===== config.mk =====
export PLATFORM = sky130hd
export DESIGN_NAME = icap_reg_reader
export DESIGN_NICKNAME = d
export VERILOG_FILES = /design/src/rtl/icap_defs.sv /design/src/rtl/icap_byteswap.sv /design/src/rtl/icap_reg_reader.sv
export SDC_FILE = /design/constraint.sdc
export NUM_CORES = 1
export LEC_CHECK = 0
export ABC_AREA = 0
export CORE_MARGIN = 3
export CORE_UTILIZATION = 54
export DETAILED_ROUTE_END_ITERATION = 10
export DONT_BUFFER_PORTS = 1
export GPL_ROUTABILITY_DRIVEN = 0
export PLACE_DENSITY_LB_ADDON = 0.12
export SETUP_SLACK_MARGIN = 0.4
export SYNTH_ARGS = -nofsm -noshare
export SYNTH_HDL_FRONTEND = slang
export SYNTH_SLANG_ARGS = --single-unit

===== constraint.sdc =====
create_clock -name CLK -period 5.05 [get_ports CLK]
set_clock_uncertainty 0.2 [all_clocks]
set_input_delay 0.505 -clock CLK [delete_from_list [all_inputs] [get_ports CLK]]
set_output_delay 0.505 -clock CLK [all_outputs]
set_load 0.03 [all_outputs]

===== src/rtl/icap_defs.sv =====
// Spartan-6 ICAP command words, configuration register addresses and the
// reader FSM state type, shared by the ICAP reader and multiboot writer.
package icap_defs;

  localparam logic [15:0] ICAP_DUMMY      = 16'hFFFF;
  localparam logic [15:0] ICAP_SYNC1      = 16'hAA99;
  localparam logic [15:0] ICAP_SYNC2      = 16'h5566;
  localparam logic [15:0] ICAP_NOOP       = 16'h2000;
  localparam logic [15:0] ICAP_WR_CMD     = 16'h30A1;
  localparam logic [15:0] ICAP_CMD_DESYNC = 16'h000D;
  localparam logic [15:0] ICAP_CMD_REBOOT = 16'h000E;
  localparam logic [15:0] ICAP_T1_RD      = 16'h2800;

  localparam logic [5:0] REG_STAT     = 6'h08;
  localparam logic [5:0] REG_GENERAL1 = 6'h13;
  localparam logic [5:0] REG_GENERAL2 = 6'h14;
  localparam logic [5:0] REG_GENERAL3 = 6'h15;
  localparam logic [5:0] REG_GENERAL4 = 6'h16;
  localparam logic [5:0] REG_GENERAL5 = 6'h17;
  localparam logic [5:0] REG_BOOTSTS  = 6'h20;

  typedef enum logic [4:0] {
    S_IDLE, S_DUMMY, S_SYNC_H, S_SYNC_L, S_NOOP_A, S_HDR, S_NOOP_B0, S_NOOP_B1,
    S_TURN_R0, S_TURN_R1, S_RD_ACT, S_TURN_W0, S_TURN_W1, S_DSYNC_C, S_DSYNC_V,
    S_NOOP_C0, S_NOOP_C1, S_DONE
  } rd_state_t;

  // Type-1 packet header: read one word from register addr
  function automatic logic [15:0] t1_rd_hdr(input logic [5:0] addr);
    return ICAP_T1_RD | {5'b00000, addr, 5'b00001};
  endfunction

endpackage


===== src/rtl/icap_byteswap.sv =====
// Per-byte bit reversal between fabric word order and ICAP pin order.
module icap_byteswap (
  input  logic [15:0] d,
  output logic [15:0] q
);

  always_comb begin
    q = '0;
    for (int unsigned i = 0; i < 8; i++) begin
      q[i]     = d[7 - i];
      q[8 + i] = d[15 - i];
    end
  end

endmodule


===== src/rtl/icap_reg_reader.sv =====
// Reads one 16-bit Spartan-6 configuration register through ICAP:
// sync, type-1 read header, polled read, desync, all on registered raw pins.
module icap_reg_reader
  import icap_defs::*;
#(
  parameter int unsigned RD_WAIT = 4,
  parameter int unsigned TIMEOUT = 255
) (
  input  logic        CLK,
  input  logic        RESET,
  input  logic        RD_REQ,
  input  logic [5:0]  RD_ADDR,
  output logic        RD_BUSY,
  output logic        RD_VALID,
  output logic [15:0] RD_DATA,
  output logic        RD_ERR,
  output logic        ICAP_CE,
  output logic        ICAP_WRITE,
  output logic [15:0] ICAP_I,
  input  logic [15:0] ICAP_O,
  input  logic        ICAP_BUSY
);

  localparam int unsigned CNT_MAX = (RD_WAIT > TIMEOUT) ? RD_WAIT : TIMEOUT;
  localparam int unsigned CNT_W   = $clog2(CNT_MAX + 1);
  localparam logic [CNT_W-1:0] WAIT_LAST = CNT_W'(RD_WAIT - 1);
  localparam logic [CNT_W-1:0] TO_LAST   = CNT_W'(TIMEOUT - 1);

  rd_state_t        state, next_state;
  logic             raw_ce, raw_wr;
  logic [15:0]      raw_din, swapped_din, o_unswap;
  logic [5:0]       addr_q;
  logic [CNT_W-1:0] cnt;
  logic             polling;
  logic             act_done, act_err;

  icap_byteswap u_swap_i (.d(raw_din), .q(swapped_din));
  icap_byteswap u_swap_o (.d(ICAP_O),  .q(o_unswap));

  always_comb begin
    next_state = state;
    raw_ce     = 1'b1;
    raw_wr     = 1'b1;
    raw_din    = ICAP_DUMMY;
    act_done   = 1'b0;
    act_err    = 1'b0;
    case (state)
      S_IDLE:    if (RD_REQ) next_state = S_DUMMY;
      S_DUMMY:   begin raw_ce = 1'b0; raw_wr = 1'b0; raw_din = ICAP_DUMMY; next_state = S_SYNC_H; end
      S_SYNC_H:  begin raw_ce = 1'b0; raw_wr = 1'b0; raw_din = ICAP_SYNC1; next_state = S_SYNC_L; end
      S_SYNC_L:  begin raw_ce = 1'b0; raw_wr = 1'b0; raw_din = ICAP_SYNC2; next_state = S_NOOP_A; end
      S_NOOP_A:  begin raw_ce = 1'b0; raw_wr = 1'b0; raw_din = ICAP_NOOP;  next_state = S_HDR; end
      S_HDR:     begin raw_ce = 1'b0; raw_wr = 1'b0; raw_din = t1_rd_hdr(addr_q); next_state = S_NOOP_B0; end
      S_NOOP_B0: begin raw_ce = 1'b0; raw_wr = 1'b0; raw_din = ICAP_NOOP;  next_state = S_NOOP_B1; end
      S_NOOP_B1: begin raw_ce = 1'b0; raw_wr = 1'b0; raw_din = ICAP_NOOP;  next_state = S_TURN_R0; end
      S_TURN_R0: begin raw_wr = 1'b0; next_state = S_TURN_R1; end
      S_TURN_R1: next_state = S_RD_ACT;
      S_RD_ACT: begin
        raw_ce = 1'b0;
        // The RD_WAIT-th cycle is the first BUSY poll; timeout counts only later polls
        if (!polling) begin
          if (cnt == WAIT_LAST && !ICAP_BUSY) act_done = 1'b1;
        end else if (!ICAP_BUSY) begin
          act_done = 1'b1;
        end else if (cnt == TO_LAST) begin
          act_done = 1'b1;
          act_err  = 1'b1;
        end
        if (act_done) next_state = S_TURN_W0;
      end
      S_TURN_W0: next_state = S_TURN_W1;
      S_TURN_W1: begin raw_wr = 1'b0; next_state = S_DSYNC_C; end
      S_DSYNC_C: begin raw_ce = 1'b0; raw_wr = 1'b0; raw_din = ICAP_WR_CMD;     next_state = S_DSYNC_V; end
      S_DSYNC_V: begin raw_ce = 1'b0; raw_wr = 1'b0; raw_din = ICAP_CMD_DESYNC; next_state = S_NOOP_C0; end
      S_NOOP_C0: begin raw_ce = 1'b0; raw_wr = 1'b0; raw_din = ICAP_NOOP;       next_state = S_NOOP_C1; end
      S_NOOP_C1: begin raw_ce = 1'b0; raw_wr = 1'b0; raw_din = ICAP_NOOP;       next_state = S_DONE; end
      S_DONE:    next_state = S_IDLE;
      default:   next_state = S_IDLE;
    endcase
  end

  always_ff @(posedge CLK or posedge RESET) begin
    if (RESET) begin
      state      <= S_IDLE;
      ICAP_CE    <= 1'b1;
      ICAP_WRITE <= 1'b1;
      ICAP_I     <= 16'hFFFF;
      RD_BUSY    <= 1'b0;
      RD_VALID   <= 1'b0;
      RD_DATA    <= '0;
      RD_ERR     <= 1'b0;
      addr_q     <= '0;
      cnt        <= '0;
      polling    <= 1'b0;
    end else begin
      state      <= next_state;
      ICAP_CE    <= raw_ce;
      ICAP_WRITE <= raw_wr;
      ICAP_I     <= swapped_din;
      RD_BUSY    <= (next_state != S_IDLE);
      RD_VALID   <= (next_state == S_DONE);
      if (state == S_IDLE && RD_REQ) addr_q <= RD_ADDR;
      if (state != S_RD_ACT) begin
        cnt     <= '0;
        polling <= 1'b0;
      end else if (!polling && cnt == WAIT_LAST) begin
        cnt     <= '0;
        polling <= 1'b1;
      end else begin
        cnt <= cnt + 1'b1;
      end
      if (act_done) begin
        RD_DATA <= act_err ? 16'h0000 : o_unswap;
        RD_ERR  <= act_err;
      end
    end
  end

endmodule


Word level (Yosys, flattened, before mapping)
Index checks and enable logic that the tools add are counted.
{"block": "word_totals", "register_bits": 57, "output_inout_bits": 37, "elab_cells": 63}
{"block": "classes", "n_addsub": 1, "n_eq_ne": 20, "muxes": 20, "n_reduce_logical": 11}
{"operator": "16-bit one-hot mux with 6 select lines", "n": 1}
{"operator": "5-bit one-hot mux with 17 select lines", "n": 1}
{"operator": "5-bit by 4-bit equality test with 1-bit output (second input constant)", "n": 8}
{"operator": "5-bit by 3-bit equality test with 1-bit output (second input constant)", "n": 4}
{"operator": "16-bit two-way mux", "n": 1}
{"operator": "8-bit two-way mux", "n": 2}
{"operator": "1-bit two-way mux", "n": 13}
{"operator": "13-bit OR reduction", "n": 1}
{"operator": "12-bit OR reduction", "n": 1}
{"operator": "5-bit by 2-bit equality test with 1-bit output (second input constant)", "n": 2}
{"operator": "5-bit equality test (second input constant)", "n": 2}
{"operator": "5-bit two-way mux", "n": 2}
{"operator": "8-bit by 1-bit adder with 8-bit output (second input constant)", "n": 1}
{"operator": "8-bit by 2-bit equality test with 1-bit output (second input constant)", "n": 1}
{"operator": "8-bit equality test (second input constant)", "n": 1}
{"operator": "5-bit by 1-bit equality test with 1-bit output (second input constant)", "n": 1}
{"operator": "5-bit logical NOT", "n": 1}
{"operator": "5-bit by 4-bit != test with 1-bit output (second input constant)", "n": 1}
{"operator": "5-bit nonzero test", "n": 1}
{"operator": "5-bit OR reduction", "n": 1}
{"operator": "1-bit logical AND", "n": 3}
{"operator": "1-bit logical NOT", "n": 2}
{"operator": "2-bit nonzero test", "n": 1}

Longest topological paths before layout
{"block": "depth", "ltp_word": 8, "mapped_depth": 8, "ltp_nobuf": 6}

Modules after synthesis
Synthesis repeated with hierarchy kept, for this count alone.
{"block": "unflattened", "cells_unflattened": 252, "hier_area_um2": 2713.9}
{"module": "icap_reg_reader", "n_inst": 1, "cells_per_inst": 220, "area_per_inst_um2": 2473.6}
{"module": "icap_byteswap", "n_inst": 2, "cells_per_inst": 16, "area_per_inst_um2": 120.1}

Worst setup path before layout
No wires, ideal clock.
{"block": "synth_timing", "path_type": "register to register", "start": "register state[4]", "end": "register RD_DATA[0]", "setup_ps": 121, "arrival_ps": 1635, "required_ps": 4729, "setup_slack_ps": 3094, "path_stages_with_launch": 8, "path_cell_list": "dfrtp_1 -> buf_2 -> nand2b_4 -> or3_4 -> a211o_1 -> buf_6 -> buf_6 -> a22o_1"}
{"block": "synth_between", "elab_chain_cells": 3, "word_cells_on_any_way": 4, "classes_between": "eq/ne: 1; mux: 3"}
{"element": "start, declared", "line_no": "icap_reg_reader.sv:29", "rtl": "rd_state_t state, next_state;"}
{"element": "start signal, assigned", "line_no": "icap_reg_reader.sv:96", "rtl": "state <= next_state;"}
{"element": "5-bit by 4-bit equality test with 1-bit output (*)", "line_no": "icap_reg_reader.sv:47", "rtl": "case (state)"}
{"element": "1-bit two-way mux", "line_no": "icap_reg_reader.sv:47"}
{"element": "16-bit two-way mux", "line_no": "icap_reg_reader.sv:113", "rtl": "RD_DATA <= act_err ? 16'h0000 : o_unswap;"}
{"element": "end signal, assigned", "line_no": "icap_reg_reader.sv:113"}
{"element": "end, declared", "line_no": "icap_reg_reader.sv:15", "rtl": "output logic [15:0] RD_DATA,"}
Mark *: on every way between the ends. The rest lies on a longest branch, timed or not.
A chain may end at the register's enable or synchronous reset.

Worst setup path in the final report
{"block": "layout_timing", "start": "register state[2]", "end": "register RD_DATA[1]"}
The elaborated chain is that of the path after synthesis.

==> impl_metrics.tcl <==
set metrics [dict create \
    finalSetupTns_ns 0 \
    clock_path_buffers 2 \
    drt_first_iter_violations 131 \
    initial_core_utilization_pct 58.1 \
    placed_area_um2 2400 \
    post_synthesis_mean_instance_area_um2 11.3 \
    postSynthRegisterBits 55 \
    ys_seq_area_share_pct 57.6 \
    number_of_buffers_added_to_fix_hold_violations_after_cts 0 \
    timing.reg2reg.setup_slack_ns 2.79 \
    final_period_minus_worst_setup_slack_ns 2.26 \
    synthTopCellsByArea "sky130_fd_sc_hd__dfrtp_1 40%, sky130_fd_sc_hd__dfstp_2 17%, sky130_fd_sc_hd__a22o_1 5.8%" \
    chipWidth_um 73.0 \
    crit_start "state[2]$_DFF_PP0_" \
    placeableCoreArea_um2 4170 \
    netlist.top_cell.by_area "sky130_fd_sc_hd__dfrtp_1" \
    status "finished clean" \
    setup_viol 0 \
    drt_first_pass_iters 4 \
    holdCritPathClass "input port to asynchronous set/reset pin" \
    synth-compound-area-share_pct 15.3 \
    rsz_0062_raised_after_global_routing "false" \
    required_ns 5.05 \
    io_pins 63 \
    synth_edf_count 0 \
    finalHoldViolCount 0 \
    power.total_uw 1640 \
    timing.max_cap.violations 0 \
    layout.nets 234 \
    ir_worst_vdd_uv 319 \
    critical_path.startpoint_type "flip-flop" \
    pwr_density_cell_nw_per_um2 649 \
    worst-setup-path-type "flip-flop to flip-flop" \
    routed_wl_mm 4.46 \
    first_global_vias 1439 \
    post_cts_buffers 0 \
    clock_latency_ns 0.32 \
    syn_inst 214 \
    postRouteAntennaNets 0 \
    grt_first_pass_wirelength_mm 7.31 \
    worstSetupEndpointType "flip-flop" \
    period_share_pct 44.8 \
    number_of_warnings_reported_in_the_yosys_synthesis_log 0 \
    crit_path_max_fanout 19 \
    netlist_top_cells_count "39 x sky130_fd_sc_hd__dfrtp_1, 22 x sky130_fd_sc_hd__nor2_1, 17 x sky130_fd_sc_hd__a21oi_1" \
    crit-reg2reg-capture "RD_DATA[1]$_DFFE_PP0P_" \
    synth.lib_cells_used.distinct 43 \
    synth_top_flop_cell "sky130_fd_sc_hd__dfrtp_1" \
    grt_max_degree 56 \
    post_route_cells_drive_above_1_share_pct 18.8 \
    dieArea_um2 5330 \
    mappedNetlistNets 242 \
    synth_largest_type_area_fraction_pct 40.3 \
    drcViolationCount 0 \
    yosys.area_share.xor_xnor_pct 2.89 \
    static-leakage-power_uw 0.00111 \
    io_buffers 0 \
    hpwl_mm 3.13 \
    grt.met3_usage_pct 4.55 \
    synth_async_sr_flop_share_pct 100 \
    fmax_mhz 442 \
    yosysMostFrequentCell "sky130_fd_sc_hd__dfrtp_1" \
    number_of_antenna_cells_inserted 0 \
    timing.final.max_slew_violations 0 \
    slew_headroom_pct 28.9 \
    tightest_slew_ns 1.07 \
    die_height_um 73.0 \
    synth.cell_area_um2 2420 \
    h-tree-depth 2 \
    grt_util_all_layers_pct 17.9 \
    synth-simple-area-share_pct 15.3 \
    fin_area_um2 2520 \
    worst_r2r_path_depth 4 \
    cts.repair.resized 0 \
    clock_tree_from_tritoncts "done" \
    synth_top_family_by_area "compound AO/OA/AOI/OAI gates" \
    wl_per_cell_um 17.3 \
    timing.critical_path.arrival_ns 2.26 \
    fp-row-count 23 \
    cts_root_buffer "sky130_fd_sc_hd__clkbuf_8" \
    utilization_pct 60.4 \
    top_usage_layer "met1" \
    post_synth_fa_ha_maj_area_fraction_pct 1.03 \
    grt.met2_usage_pct 24.0 \
    regToRegStartpoint "state[2]$_DFF_PP0_" \
    cts_inserted_buffers 5 \
    route.vias.total 1531 \
    post_synth_mux_area_share_pct 3.25 \
    critPathCapture "RD_DATA[1]$_DFFE_PP0P_" \
    grt.met1_usage_pct 28.4 \
    clkSlewWorstSetupHoldPaths_ns 0.11 \
    grt_antenna_before_repair 0 \
    area_growth_syn_to_layout_pct 3.92 \
    clock-sinks 55 \
    viasPerCell 5.96 \
    global_route.overflow_total 0 \
]
[power by group]
| part | leakage (uW) | internal [uW] | switching, uW | total, uW |
|---|---|---|---|---|
| Combinational | 0.000388 | 191 | 216 | 407 |
| Clock | 0.0000587 | 150 | 143 | 293 |
| Sequential | 0.000663 | 621 | 314 | 935 |
[cell type report]
type / count / area, um2
clock buffer: 5 / 68.8
clock inverter: 3 / 47.5
fill: 357 / 1650
inverter: 7 / 26.3
multi-input combinational: 137 / 917
sequential: 55 / 1400
tap: 50 / 62.6
[critical path, cell delays in order, from the launching register on]
cell and delay, ns:
sky130_fd_sc_hd__dfrtp_1 0.55, sky130_fd_sc_hd__nand2b_4 0.23, sky130_fd_sc_hd__or3_4 0.41, sky130_fd_sc_hd__a211o_1 0.48
sky130_fd_sc_hd__a22o_1 0.28
[layout by cell type, fill, tap and decap left out, types with 3 or more instances in the layout]
cell,count
sky130_fd_sc_hd__nand2_1,8
sky130_fd_sc_hd__a21oi_1,17
sky130_fd_sc_hd__nand2b_1,4
sky130_fd_sc_hd__a22o_1,16
sky130_fd_sc_hd__inv_1,6
sky130_fd_sc_hd__dfstp_2,16
sky130_fd_sc_hd__xor2_1,6
sky130_fd_sc_hd__clkbuf_8,5
sky130_fd_sc_hd__mux2_2,7
sky130_fd_sc_hd__nand3_1,10
sky130_fd_sc_hd__dfrtp_1,39
sky130_fd_sc_hd__a21o_1,3
sky130_fd_sc_hd__o21ai_0,8
sky130_fd_sc_hd__nor2_1,22
sky130_fd_sc_hd__and3_1,3
[sequential cells by signal, indices dropped and copies added, names as in the netlist, 5 cells and up]
name     count
RD_DATA     16
cnt          8
addr_q       6
state        5
ICAP_I      14
[stage by stage]
stage,hold slack [ns],std cells,worst slack (ns)
5_1_grt,0.106,257,2.65
4_1_cts,0.120,257,2.79
2_1_floorplan,0.259,214,3.03
3_3_place_gp,0.291,249,2.85
6_report,0.117,257,2.79
3_5_place_dp,0.296,249,2.80
[worst min path at each step]
stage | start | end | cells past startpoint
after floorplan | addr_q[4]$_DFFE_PP0P_ | ICAP_I[14]$_DFF_PP1_ | 2
after global placement | addr_q[4]$_DFFE_PP0P_ | addr_q[4]$_DFFE_PP0P_ | 1
after detailed placement | addr_q[4]$_DFFE_PP0P_ | addr_q[4]$_DFFE_PP0P_ | 1
after CTS | ICAP_O[3] | RD_DATA[4]$_DFFE_PP0P_ | 1
after global routing | ICAP_O[13] | RD_DATA[10]$_DFFE_PP0P_ | 1
final | RESET | cnt[6]$_DFF_PP0_ | 1
[cells by family (layout without fill, tap and decap cells)]
kind of cell	after synthesis	after routing
AO/OA/AOI/OAI	54	54
XOR/XNOR	8	8
adder cells (fa/ha/maj)	2	2
buffers and inverters	22	15
flip-flops	55	55
multiplexers	7	7
AND/OR/NAND/NOR	66	66
[metal layers]
layer	part of all wire, %	vias up	wire [um]
met5	0	-	0
met1	48	759	2150
li1	-	729	-
met4	0.83	0	37
met2	46	39	2040
met3	5.1	4	228
Note: power is estimated with default switching activity, not from simulation.
